===== src/rtl/ex_stage_pipe.sv =====
// ex_stage_pipe: execute stage between ID/EX and MEM.
// ALU, branch resolve, registered EX/MEM beat with valid/ready on both sides.
// Define EX_MULDIV_EN to build the radix-2 iterative mul/div unit with HI/LO;
// without it, ops 0x10..0x15 are single-cycle illegal ops.
module ex_stage_pipe #(
  parameter int DATA_W  = 32,
  parameter int RADDR_W = 5,
  parameter int CTRL_W  = 8
) (
  input  logic               clk,
  input  logic               rst_b,
  input  logic               in_valid,
  output logic               in_ready,
  input  logic [DATA_W-1:0]  rs_data,
  input  logic [DATA_W-1:0]  rt_data,
  input  logic [DATA_W-1:0]  imm_ext,
  input  logic [DATA_W-1:0]  pc4,
  input  logic [4:0]         shamt,
  input  logic [RADDR_W-1:0] rt_num,
  input  logic [RADDR_W-1:0] rd_num,
  input  logic [1:0]         dest_sel,
  input  logic               alu_src,
  input  logic [4:0]         alu_op,
  input  logic               branch,
  input  logic               flush,
  input  logic [CTRL_W-1:0]  ctrl_in,
  output logic [CTRL_W-1:0]  ctrl_out,
  output logic               out_valid,
  input  logic               out_ready,
  output logic [DATA_W-1:0]  alu_result,
  output logic [DATA_W-1:0]  rt_data_out,
  output logic [RADDR_W-1:0] wr_num,
  output logic               pc_src,
  output logic [DATA_W-1:0]  baddr,
  output logic               busy,
  output logic               ill_op
);

  localparam logic [4:0] OP_ADD  = 5'h00, OP_SUB  = 5'h01, OP_AND = 5'h02, OP_OR  = 5'h03;
  localparam logic [4:0] OP_XOR  = 5'h04, OP_NOR  = 5'h05, OP_SLT = 5'h06, OP_SLTU = 5'h07;
  localparam logic [4:0] OP_SLL  = 5'h08, OP_SRL  = 5'h09, OP_SRA = 5'h0A, OP_LUI = 5'h0B;

  typedef enum logic [1:0] {S_IDLE, S_MULDIV, S_DONE} state_t;

  state_t              r_state, w_nstate;
  logic                r_out_valid, r_pcs, r_ill;
  logic [DATA_W-1:0]   r_res, r_rtd, r_baddr;
  logic [RADDR_W-1:0]  r_wr;
  logic [CTRL_W-1:0]   r_ctrl;

  logic [DATA_W-1:0]   w_b, w_diff, w_res;
  logic [RADDR_W-1:0]  w_wr;
  logic                w_zero, w_ill, w_out_free, w_acc, w_is_md;

`ifdef EX_MULDIV_EN
  localparam logic [4:0] OP_MULT = 5'h10, OP_MULTU = 5'h11, OP_DIV = 5'h12, OP_DIVU = 5'h13;
  localparam logic [4:0] OP_MFHI = 5'h14, OP_MFLO  = 5'h15;
  localparam int CNT_W = $clog2(DATA_W);

  logic [DATA_W-1:0]   r_hi, r_lo, r_wa, r_wb, r_dvs, r_dvd;
  logic [CNT_W-1:0]    r_cnt;
  logic                r_div, r_negq, r_negr, r_dz;
  logic                w_sgn, w_done_fire;
  logic [DATA_W-1:0]   w_ma, w_mb, w_nwa, w_nwb, w_q, w_r, w_hi_fin, w_lo_fin;
  logic [DATA_W:0]     w_msum, w_sh, w_trial;
  logic [2*DATA_W-1:0] w_prod, w_prod_f;
`endif

  assign w_b        = alu_src ? imm_ext : rt_data;
  assign w_diff     = rs_data - w_b;
  assign w_zero     = (w_diff == '0);
  assign w_out_free = !r_out_valid || out_ready;
  assign in_ready   = (r_state == S_IDLE) && w_out_free;
  // a beat presented while flush is high is dropped
  assign w_acc      = in_valid && in_ready && !flush;

  // single-cycle ALU result and illegal-op decode
  always_comb begin
    w_res = '0;
    w_ill = 1'b0;
    case (alu_op)
      OP_ADD:  w_res = rs_data + w_b;
      OP_SUB:  w_res = w_diff;
      OP_AND:  w_res = rs_data & w_b;
      OP_OR:   w_res = rs_data | w_b;
      OP_XOR:  w_res = rs_data ^ w_b;
      OP_NOR:  w_res = ~(rs_data | w_b);
      OP_SLT:  w_res = {{(DATA_W-1){1'b0}}, $signed(rs_data) < $signed(w_b)};
      OP_SLTU: w_res = {{(DATA_W-1){1'b0}}, rs_data < w_b};
      OP_SLL:  w_res = w_b << shamt;
      OP_SRL:  w_res = w_b >> shamt;
      OP_SRA:  w_res = $signed(w_b) >>> shamt;
      OP_LUI:  w_res = w_b << 16;
`ifdef EX_MULDIV_EN
      OP_MFHI: w_res = r_hi;
      OP_MFLO: w_res = r_lo;
      // mul/div result is delivered later from the DONE state
      OP_MULT, OP_MULTU, OP_DIV, OP_DIVU: w_res = '0;
`endif
      default: w_ill = 1'b1;
    endcase
  end

  // destination register select
  always_comb begin
    case (dest_sel)
      2'b01:   w_wr = rd_num;
      2'b10:   w_wr = '1;
      default: w_wr = rt_num;
    endcase
  end

`ifdef EX_MULDIV_EN
  assign w_is_md     = (alu_op >= OP_MULT) && (alu_op <= OP_DIVU);
  assign w_sgn       = (alu_op == OP_MULT) || (alu_op == OP_DIV);
  assign w_ma        = (w_sgn && rs_data[DATA_W-1]) ? -rs_data : rs_data;
  assign w_mb        = (w_sgn && w_b[DATA_W-1]) ? -w_b : w_b;
  assign w_done_fire = (r_state == S_DONE) && w_out_free && !flush;

  // one iteration of shift-add multiply or restoring divide on magnitudes
  always_comb begin
    w_msum  = {1'b0, r_wa} + (r_wb[0] ? {1'b0, r_dvs} : '0);
    w_sh    = {r_wa, r_wb[DATA_W-1]};
    w_trial = w_sh - {1'b0, r_dvs};
    if (!r_div) begin
      w_nwa = w_msum[DATA_W:1];
      w_nwb = {w_msum[0], r_wb[DATA_W-1:1]};
    end else if (!w_trial[DATA_W]) begin
      w_nwa = w_trial[DATA_W-1:0];
      w_nwb = {r_wb[DATA_W-2:0], 1'b1};
    end else begin
      w_nwa = w_sh[DATA_W-1:0];
      w_nwb = {r_wb[DATA_W-2:0], 1'b0};
    end
  end

  // sign fix-up and divide-by-zero override at completion
  always_comb begin
    w_prod   = {r_wa, r_wb};
    w_prod_f = r_negq ? -w_prod : w_prod;
    w_q      = r_negq ? -r_wb : r_wb;
    w_r      = r_negr ? -r_wa : r_wa;
    if (!r_div) begin
      w_hi_fin = w_prod_f[2*DATA_W-1:DATA_W];
      w_lo_fin = w_prod_f[DATA_W-1:0];
    end else if (r_dz) begin
      w_hi_fin = r_dvd;
      w_lo_fin = '1;
    end else begin
      w_hi_fin = w_r;
      w_lo_fin = w_q;
    end
  end

  // mul/div working registers and architectural HI/LO
  always_ff @(posedge clk or negedge rst_b) begin
    if (!rst_b) begin
      r_hi <= '0; r_lo <= '0; r_wa <= '0; r_wb <= '0; r_dvs <= '0; r_dvd <= '0;
      r_cnt <= '0; r_div <= 1'b0; r_negq <= 1'b0; r_negr <= 1'b0; r_dz <= 1'b0;
    end else if (!flush) begin
      if (w_acc && w_is_md) begin
        r_wa   <= '0;
        r_wb   <= w_ma;
        r_dvs  <= w_mb;
        r_dvd  <= rs_data;
        r_cnt  <= CNT_W'(DATA_W-1);
        r_div  <= alu_op[1];
        r_negq <= w_sgn && (rs_data[DATA_W-1] ^ w_b[DATA_W-1]);
        r_negr <= w_sgn && rs_data[DATA_W-1];
        r_dz   <= (w_b == '0);
      end else if (r_state == S_MULDIV) begin
        r_wa  <= w_nwa;
        r_wb  <= w_nwb;
        r_cnt <= r_cnt - 1'b1;
      end else if (w_done_fire) begin
        r_hi <= w_hi_fin;
        r_lo <= w_lo_fin;
      end
    end
  end
`else
  assign w_is_md = 1'b0;
`endif

  // FSM state register
  always_ff @(posedge clk or negedge rst_b) begin
    if (!rst_b) r_state <= S_IDLE;
    else        r_state <= w_nstate;
  end

  // FSM next state; flush aborts any iteration
  always_comb begin
    w_nstate = r_state;
`ifdef EX_MULDIV_EN
    if (flush) w_nstate = S_IDLE;
    else begin
      case (r_state)
        S_IDLE:   if (w_acc && w_is_md) w_nstate = S_MULDIV;
        S_MULDIV: if (r_cnt == '0)      w_nstate = S_DONE;
        S_DONE:   if (w_out_free)       w_nstate = S_IDLE;
        default:  w_nstate = S_IDLE;
      endcase
    end
`else
    w_nstate = S_IDLE;
`endif
  end

  // FSM outputs
  always_comb begin
    busy = (r_state == S_MULDIV);
  end

  // EX/MEM output beat; held while the consumer stalls
  always_ff @(posedge clk or negedge rst_b) begin
    if (!rst_b) begin
      r_out_valid <= 1'b0; r_res <= '0; r_rtd <= '0; r_baddr <= '0;
      r_wr <= '0; r_ctrl <= '0; r_pcs <= 1'b0; r_ill <= 1'b0;
    end else if (flush) begin
      r_out_valid <= 1'b0;
    end else if (w_acc) begin
      r_rtd       <= rt_data;
      r_wr        <= w_wr;
      r_ctrl      <= ctrl_in;
      r_pcs       <= branch && w_zero;
      r_baddr     <= pc4 + (imm_ext << 2);
      r_ill       <= w_ill;
      r_out_valid <= !w_is_md;
      if (!w_is_md) r_res <= w_res;
`ifdef EX_MULDIV_EN
    end else if (w_done_fire) begin
      r_res       <= w_lo_fin;
      r_out_valid <= 1'b1;
`endif
    end else if (out_ready) begin
      r_out_valid <= 1'b0;
    end
  end

  assign out_valid   = r_out_valid;
  assign alu_result  = r_res;
  assign rt_data_out = r_rtd;
  assign wr_num      = r_wr;
  assign ctrl_out    = r_ctrl;
  assign pc_src      = r_pcs;
  assign baddr       = r_baddr;
  assign ill_op      = r_ill;

endmodule

===== config.mk =====
export PLATFORM = sky130hd
export DESIGN_NAME = ex_stage_pipe
export DESIGN_NICKNAME = d
export VERILOG_FILES = /design/src/rtl/ex_stage_pipe.sv
export SDC_FILE = /design/constraint.sdc
export NUM_CORES = 1
export LEC_CHECK = 0
export ABC_AREA = 1
export CORE_UTILIZATION = 40
export DETAILED_ROUTE_END_ITERATION = 8
export PLACE_DENSITY_LB_ADDON = 0.3
export SYNTH_ARGS = -nofsm -noshare
export SYNTH_HDL_FRONTEND = slang
export SYNTH_SLANG_ARGS = --single-unit
export TNS_END_PERCENT = 50

===== constraint.sdc =====
create_clock -name clk -period 1.7 [get_ports clk]
set_input_delay 0.34 -clock clk [delete_from_list [all_inputs] [get_ports clk]]
set_output_delay 0.34 -clock clk [all_outputs]
set_load 0.005 [all_outputs]

==> run_results.csv, run 1 <==
group,metric,value,unit
status,outcome,"did not finish",
status,failed_stage,"global routing (5_1_grt)",
status,toolErrorMsg,"[ERROR GRT-0232] Routing congestion too high. Check the congestion heatmap in the GUI.",
synth,ys_seq_area_share,16.6,%
place,place_ws,-1.98,ns
floorplanning,die_y,207,µm
global_routing,grt_max_degree,61,
synth,synth-edff-count,0,
global_routing,grt_use_total,70.5,%
synth,netlist_instances,2989,
synth,async_flop_share,100,%
place,place_area,0.0262,mm²
synth,syn_nets,3289,
synth,yosysUniqueCellTypes,56,
clocking,htreeDepth,3,
synth,synth_area,0.0169,mm²
clocking,cts_root_buffer,"clkbuf_16",
floorplanning,ios,279,
place,dpl.hpwl,82300,µm
floorplanning,initial_core_util,40.9,%
floorplanning,die_w,207,µm
place,numPortBuffers,277,
synth,yosys_most_used_dff,"dfrtp_1",
floorplanning,placementRows,74,
synth,syn_avg_cell_area,5.64,µm²
sta,grt-worst-endpoint,"alu_result[13]$_DFFE_PN0P_/D",
synth,ys_seq_elements,112,
clocking,cts_buffer_depth,2,
clocking,cts_inserted_buffers,9,
global_routing,overflow,237,
synth,ys_warn_count,0,
clocking,clock-sinks,112,
place,placed_cells,4425,
sta,worst-ep-kind,"sequential cell input",
place,gpl.final_weighted_congestion,1.09,
cells in the mapped netlist, types with 23 or more instances:
cell type / count / share of area (%)
buf_2: 55 / 1.6
clkbuf_1: 46 / 1.0
nor3_1: 27 / 0.80
ha_1: 132 / 9.8
nand4_1: 28 / 1.0
nand3_1: 362 / 11
a21oi_1: 129 / 3.8
dfrtp_1: 112 / 17
o211ai_1: 23 / 1.0
o21ai_2: 32 / 1.7
o21ai_0: 130 / 3.9
inv_2: 23 / 0.51
nand2_1: 1060 / 24
inv_1: 325 / 7.2
nand2_2: 23 / 0.85
nor2_1: 259 / 5.8
through the flow:
| stage | util [%] | hold slack [ns] |
|---|---|---|
| floorplan | - | 0.0444 |
| CTS | 73.1 | 0.284 |
| global placement | 63.5 | 0.288 |
| detailed placement | 63.5 | 0.291 |
logic make-up after synthesis:
family | synth area share, %
flops | 16.6
simple gates | 45.3
compound gates | 15.2
fa+ha+maj | 10.2
buf+inv | 11.5
other cells | 0.0222
xor+xnor | 1.14
per-layer routing:
metal | global-route usage, % | GRT overflow
met4 | 67.4 | 79
met1 | 72.3 | 1
met3 | 50.3 | 4
met2 | 90.3 | 152
met5 | 21.4 | 1
what timing repair did:
| action | 4_1_cts |
|---|---|
| setup endpoints to repair | 70 |
| cloned | 4 |
| setup buffers | 88 |
| pin swaps | 264 |
| endpoints found under the hold margin | 21 |
| gates resized for setup | 875 |
| hold buffers | 1 |
==> inputs of run 2 (changes only) <==
--- a/config.mk
+++ b/config.mk
@@ -6,9 +6,9 @@
 export NUM_CORES = 1
 export LEC_CHECK = 0
 export ABC_AREA = 1
-export CORE_UTILIZATION = 40
+export CORE_UTILIZATION = 25
 export DETAILED_ROUTE_END_ITERATION = 8
-export PLACE_DENSITY_LB_ADDON = 0.3
+export PLACE_DENSITY_LB_ADDON = 0.15
 export SYNTH_ARGS = -nofsm -noshare
 export SYNTH_HDL_FRONTEND = slang
 export SYNTH_SLANG_ARGS = --single-unit
==> run 2 against run 1 <==
Net effect:
- the flow now finishes, with violations (setup timing)
- synthesized cell count unchanged
- area after synthesis stayed put
==> run_results.csv, run 2 <==
group,metric,value,unit
layout,fin_area,0.0331,mm²
synth,ys_warn_count,0,
floorplanning,core,0.0662,mm²
synth,syn_nets,3289,
worst_setup_path,critPathLaunchType,"input pin",
synth,yosysUniqueCellTypes,56,
worst_setup_path,end_kind,"flop",
power_and_ir_drop,clkPwrFrac,12.8,%
route,wl,104000,µm
clocking,cts_inserted_buffers,9,
power_and_ir_drop,vdd.ir_drop.worst,0.000513,V
status,outcome,"finished, violations left",
sta,relSlewSlack,61.4,%
synth,synth_commonest_cells,"nand2_1 (1060), nand3_1 (362), inv_1 (325), nor2_1 (259), ha_1 (132)",
power_and_ir_drop,combPwrFrac,68.4,%
power_and_ir_drop,power_density,543,mW/mm²
synth,yosys.area.top_type_share,23.6,%
status,violations,"setup timing",
floorplanning,dieArea,0.0685,mm²
power_and_ir_drop,power_switching,0.00790,W
global_routing,antenna_found_initial,2,
layout,mostFrequentLayoutCells,"nand2_1 (850), buf_4 (803), nand3_1 (288), inv_1 (208), nand2_2 (173)",
synth,synth-edff-count,0,
sta,finalCritPeriodShare,153,%
layout,final_common_cell,"nand2_1",
synth,synth_top_cell_by_area,"nand2_1",
layout,layout.cells.non_filler,4993,
place,dpl.hpwl,84300,µm
sta,slew_viol_final,0,
worst_setup_path,rrSetupSlack,-0.07,ns
route,post-route-drc-count,0,
route,final_antenna_net_count,0,
hold_path,hp-class,"input pin to flop",
clocking,htreeDepth,3,
clocking,clock-sinks,112,
sta,layout_min_cycle_time,2.61,ns
power_and_ir_drop,swShare,44.0,%
worst_setup_path,crit_arrival,2.92,ns
route,via_count,24500,
floorplanning,die_y,262,µm
run,cap_viol_max_count,0,
layout,num-nets-final,4422,
global_routing,grt_pass1_wl,151000,µm
clocking,clkTransAtPathRegs,0.10,ns
synth,async_flop_share,100,%
worst_setup_path,worst_ep_required_time,2.02,ns
route,drtIter0Drc,1862,
floorplanning,die_w,262,µm
floorplanning,initial_core_util,25.5,%
global_routing,grt_max_degree,69,
worst_setup_path,startpoint,"alu_src",
synth,ys_seq_elements,112,
hold_path,holdCritStartpoint,"rt_data[0]",
clocking,cts_buffer_depth,2,
power_and_ir_drop,p_leak,16.4,nW
place,gpl.final_weighted_congestion,1.01,
sta,hold_violations,0,
layout,drive_gt1_share,46.5,%
place,place_area,0.0271,mm²
layout,nFillCells,6600,
sta,fmax,0.384,GHz
floorplanning,ios,279,
layout,area_delta_synth_final,96.5,%
synth,syn_avg_cell_area,5.64,µm²
sta,setup_ws,-0.905,ns
worst_setup_path,path_class,"input pin to flop",
synth,ys_seq_area_share,16.6,%
sta,worst_pin_slew,0.574,ns
power_and_ir_drop,pwr-share-seq,18.8,%
worst_setup_path,r2r_start,"out_valid",
synth,netlist_instances,2989,
place,place_ws,-1.93,ns
worst_setup_path,critPathMaxFanout,5,
synth,synthTopCellsByArea,"nand2_1 (24%), dfrtp_1 (17%), nand3_1 (11%), ha_1 (9.8%), inv_1 (7.2%)",
clocking,cts_root_buffer,"clkbuf_16",
route,wl_per_cell,20.7,µm
sta,rsz0062_at_grt,"true",
route,via_per_inst,4.90,
synth,synth_area,0.0169,mm²
sta,skew,0.0110,ns
power_and_ir_drop,power.internal,0.0101,W
global_routing,grt_pass1_vias,24300,
clocking,cts_tree,"done",
floorplanning,placementRows,94,
sta,setup_viol,50,
global_routing,overflow,0,
place,placed_cells,4817,
global_routing,grt_use_total,29.8,%
clocking,clock_latency,0.42,ns
place,numPortBuffers,277,
power_and_ir_drop,finalPower,0.0180,W
synth,yosysMostFrequentCell,"nand2_1",
route,dr.pass1.iters,6,
synth,yosys_most_used_dff,"dfrtp_1",
-- run 2: logic make-up (layout without fill, tap and decap cells) --
kind of cell | Yosys count | in the layout | synth area share (%)
compound gates | 425 | 425 | 15.2
xor+xnor | 22 | 22 | 1.14
fa+ha+maj | 135 | 135 | 10.2
buf+inv | 477 | 1615 | 11.5
flops | 112 | 112 | 16.6
other cells | 1 | 3 | 0.0222
simple gates | 1817 | 1817 | 45.3
-- run 2: critical path, stage by stage --
cell	delay [ns]
buf_16	0.12
buf_12	0.14
buf_12	0.14
o21ai_4	0.21
inv_4	0.08
ha_4	0.31
buf_4	0.11
nand2_2	0.06
buf_6	0.13
nor2_4	0.10
nand2_1	0.05
or2_1	0.23
nand2_2	0.11
nand2_1	0.06
nand3_1	0.07
o211ai_1	0.12
nor2_2	0.31
nand2_1	0.09
nand2_1	0.06
nand2_1	0.05
-- run 2: worst paths after layout --
check / end / cells after the start
setup / recovery: alu_result[13] / 20
hold / removal: rt_data_out[0] / 3
setup reg to reg: pc_src / 13
hold reg to reg: alu_result[2] / 2
max in group asynchronous: baddr[11] / 3
min in group asynchronous: ctrl_out[6] / 2
-- run 2: area by class of cell --
type                            instances  area [µm²]  share of cell area [%]
Sequential cell                       112        2810                    8.47
Inverter                              349        1340                    4.05
Clock buffer                           10         229                   0.691
Clock inverter                          6        51.3                   0.155
Antenna cell                            2        5.00                  0.0151
Tap cell                              864        1080                    3.26
Multi-Input combinational cell       2400       16500                    49.8
Timing Repair Buffer                 1250       11100                    33.5
-- run 2: routing by layer --
metal  vias to the layer above  wire length, µm  GRT usage (%)
met3                       167             5380           3.87
met2                       784            48900           50.5
met1                     11600            44700           38.1
li1                      12000                -              -
met4                         4             4570           12.0
met5                         -               25              0
-- run 2: metrics by stage --
stage          hold WS, ns  TNS, ns  util [%]
2_1_floorplan       0.0444   -23.82         -
3_3_place_gp         0.241   -96.40      41.0
3_5_place_dp         0.243   -98.51      41.0
4_1_cts              0.275   -27.21      47.5
5_1_grt              0.213   -29.50      50.0
6_report             0.202   -25.80      50.0
-- run 2: power by group through the flow --
| stage | logic, W | clock network [W] | registers (W) |
|---|---|---|---|
| finish | 0.0123 | 0.00229 | 0.00338 |
| detailed placement | 0.00934 | 0 | 0.00342 |
| CTS | 0.0113 | 0.00238 | 0.00338 |
| global placement | 0.00937 | 0 | 0.00343 |
| global route | 0.0131 | 0.00245 | 0.00344 |
| floorplan | 0.00392 | 0 | 0.00341 |
-- run 2: what timing repair did --
action	in CTS	in global routing
endpoints found under the setup margin	73	77
endpoints found under the hold margin	22	0
hold buffers	1	0
resized for setup	907	427
pin swaps	312	249
gates cloned	4	0
buffers inserted	110	56
Power figures use the tool's default switching activity.
==> inputs of run 3 (changes only) <==
--- a/config.mk
+++ b/config.mk
@@ -8,6 +8,7 @@
 export ABC_AREA = 1
 export CORE_UTILIZATION = 25
 export DETAILED_ROUTE_END_ITERATION = 8
+export GPL_TIMING_DRIVEN = 0
 export PLACE_DENSITY_LB_ADDON = 0.15
 export SYNTH_ARGS = -nofsm -noshare
 export SYNTH_HDL_FRONTEND = slang
==> run 3 against run 2 <==
Net effect:
- hold slack better by 0.0073 ns
- critical endpoint is now alu_result[14]
- the flow still finishes with violations (setup timing)
- power down 9.3%
- combinational power down 15%
- sequential cell count stayed put
- critical path depth down 1
- sequential share of layout area is 1.7 points higher
- core utilization decreased by 8.3 points
- final cell count down 13%
- clock power grew 5%
- die area is the same
- wire length increased by 4.4%
- clock skew grew 0.0037 ns
==> run_results.csv, run 3 (synthesized netlist as in run 2, its figures left out) <==
group,metric,value,unit
status,outcome,"finished, violations left",
status,violations,"setup timing",
route,dr.pass1.iters,8,
worst_setup_path,cp_slowest_cell,"nor2_2",
run,cap_viol_max_count,0,
worst_setup_path,rrSetupSlack,-0.21,ns
clocking,htreeDepth,3,
clocking,clock_latency,0.42,ns
worst_setup_path,path_class,"input pin to flop",
global_routing,grt_pass1_vias,22700,
layout,area_delta_synth_final,63.9,%
layout,utilization,41.7,%
route,final_antenna_net_count,0,
clocking,cts_buffer_depth,2,
floorplanning,initial_core_util,25.5,%
sta,fmax,0.384,GHz
floorplanning,die_y,262,µm
power_and_ir_drop,vdd.ir_drop.worst,0.000481,V
worst_setup_path,end_kind,"flop",
floorplanning,ios,279,
layout,num-nets-final,3780,
place,dpl.hpwl,82800,µm
sta,skew,0.0147,ns
floorplanning,placementRows,94,
route,wl_per_cell,24.8,µm
global_routing,grt_pass1_wl,152000,µm
power_and_ir_drop,power_density,590,mW/mm²
worst_setup_path,path_common_cell,"nand2_1",
clocking,cts_tree,"done",
floorplanning,core,0.0662,mm²
floorplanning,dieArea,0.0685,mm²
sta,relSlewSlack,43.7,%
sta,hold_violations,0,
clocking,cts_root_buffer,"clkbuf_16",
power_and_ir_drop,p_leak,13.0,nW
sta,layout_min_cycle_time,2.61,ns
route,wl,108000,µm
worst_setup_path,crit_arrival,2.92,ns
sta,setup_viol,65,
layout,drive_gt1_share,35.1,%
route,via_per_inst,5.31,
worst_setup_path,cp.buffers_inverters,6,
hold_path,hp-class,"input pin to flop",
global_routing,antenna_found_initial,9,
clocking,clock-sinks,112,
worst_setup_path,critPathLaunchType,"input pin",
sta,slew_viol_final,0,
sta,rsz0062_at_grt,"true",
route,via_count,23100,
global_routing,grt_use_total,30.6,%
clocking,cts_inserted_buffers,9,
place,gpl.final_weighted_congestion,1.04,
layout,final_common_cell,"nand2_1",
worst_setup_path,cp_slowest_stage_delay,0.31,ns
sta,finalCritPeriodShare,153,%
worst_setup_path,crit_family,"simple AND/OR/NAND/NOR gates",
route,drtIter0Drc,2256,
sta,setup_ws,-0.907,ns
floorplanning,die_w,262,µm
route,post-route-drc-count,0,
worst_setup_path,cp_cell_sequence,"clkbuf_16 -> buf_16 -> o21ai_4 -> inv_4 -> ha_4 -> buf_12 -> nor2_4 -> inv_4 -> nor2_4 -> buf_6 -> a21oi_4 -> nand2_4 -> nand2_2 -> nand2_2 -> o211ai_1 -> nor2_2 -> nand2_1 -> nand2_1 -> nand2_1",
worst_setup_path,worst_ep_required_time,2.01,ns
sta,worst_pin_slew,0.845,ns
clocking,clkTransAtPathRegs,0.08,ns
layout,mostFrequentLayoutCells,"nand2_1 (847), nand3_1 (300), inv_1 (203), buf_4 (181), clkdlybuf4s50_1 (168)",
worst_setup_path,critPathMaxFanout,8,
global_routing,overflow,0,
place,numPortBuffers,272,
global_routing,grt_max_degree,80,
power_and_ir_drop,finalPower,0.0163,W
-- run 3: changes by cell type in the layout (fill, tap and decap cells not counted), moves of 12 or more --
cell      previous run  this run
buf_4              803       181
buf_6              116        27
buf_2                5        45
buf_12              50        18
inv_2              128       101
inv_4               12        33
nand3_2             64        47
nand2_4             57        73
clkbuf_1             1        13
nand2_2            173       161
nand3_1            288       300
-- run 3: worst min-delay path, cell delays in order --
cell,delay [ns]
clkbuf_2,0.12
nand2_1,0.08
nand2_1,0.05
-- run 3: final timing paths --
check                          startpoint             end  cells after the start
max in group asynchronous           rst_b  alu_result[31]                      3
hold reg to reg            alu_result[31]  alu_result[31]                      2
setup / recovery                  alu_src  alu_result[14]                     19
hold / removal                 rt_data[0]  rt_data_out[0]                      3
min in group asynchronous           rst_b     ctrl_out[6]                      2
setup reg to reg                out_valid          pc_src                     14
-- run 3: per-layer routing --
metal	vias up	GRT usage, %	part of all wire, %
met4	6	15.2	5.7
met1	11100	38.3	40
met2	1079	50.0	46
met5	-	0	0.031
met3	245	6.11	8.4
li1	10700	-	-
-- run 3: metrics by stage --
step / instances / area, µm² / setup WS (ns) / TNS (ns) / hold slack [ns]
global placement: 4125 / 21200 / -4.85 / -770.56 / 0.455
CTS: 4290 / 25500 / -0.848 / -34.18 / 0.325
finish: 4354 / 27600 / -0.907 / -27.05 / 0.210
detailed placement: 4127 / 21200 / -2.25 / -162.66 / 0.263
floorplan: 2989 / 17400 / -0.724 / -23.82 / 0.0444
global route: 4352 / 27600 / -0.927 / -35.04 / 0.236
-- run 3: cell type report --
cell class	instances	area (µm²)
multi-input cells	2400	16500
inverters	349	1440
repair buffers	490	4590
flip-flops and latches	112	2800
plain buffers	118	933
well taps	864	1080
diodes	5	12.5
fillers	7002	38600
clock buffers	9	225
clock inverters	7	85.1
-- run 3: repair_timing --
item | CTS | global route
hold endpoints to repair | 33 | 0
setup buffers | 148 | 59
pin swaps | 269 | 209
hold buffers | 1 | 0
resized for setup | 875 | 470
setup endpoints to repair | 123 | 133
gates cloned | 5 | 4
-- run 3: power by group --
part	total [W]	switching, W	internal [W]
combinational	0.0105	0.00622	0.00430
clock	0.00240	0.00135	0.00105
sequential	0.00337	0.000277	0.00309
total	0.0163	0.00785	0.00845
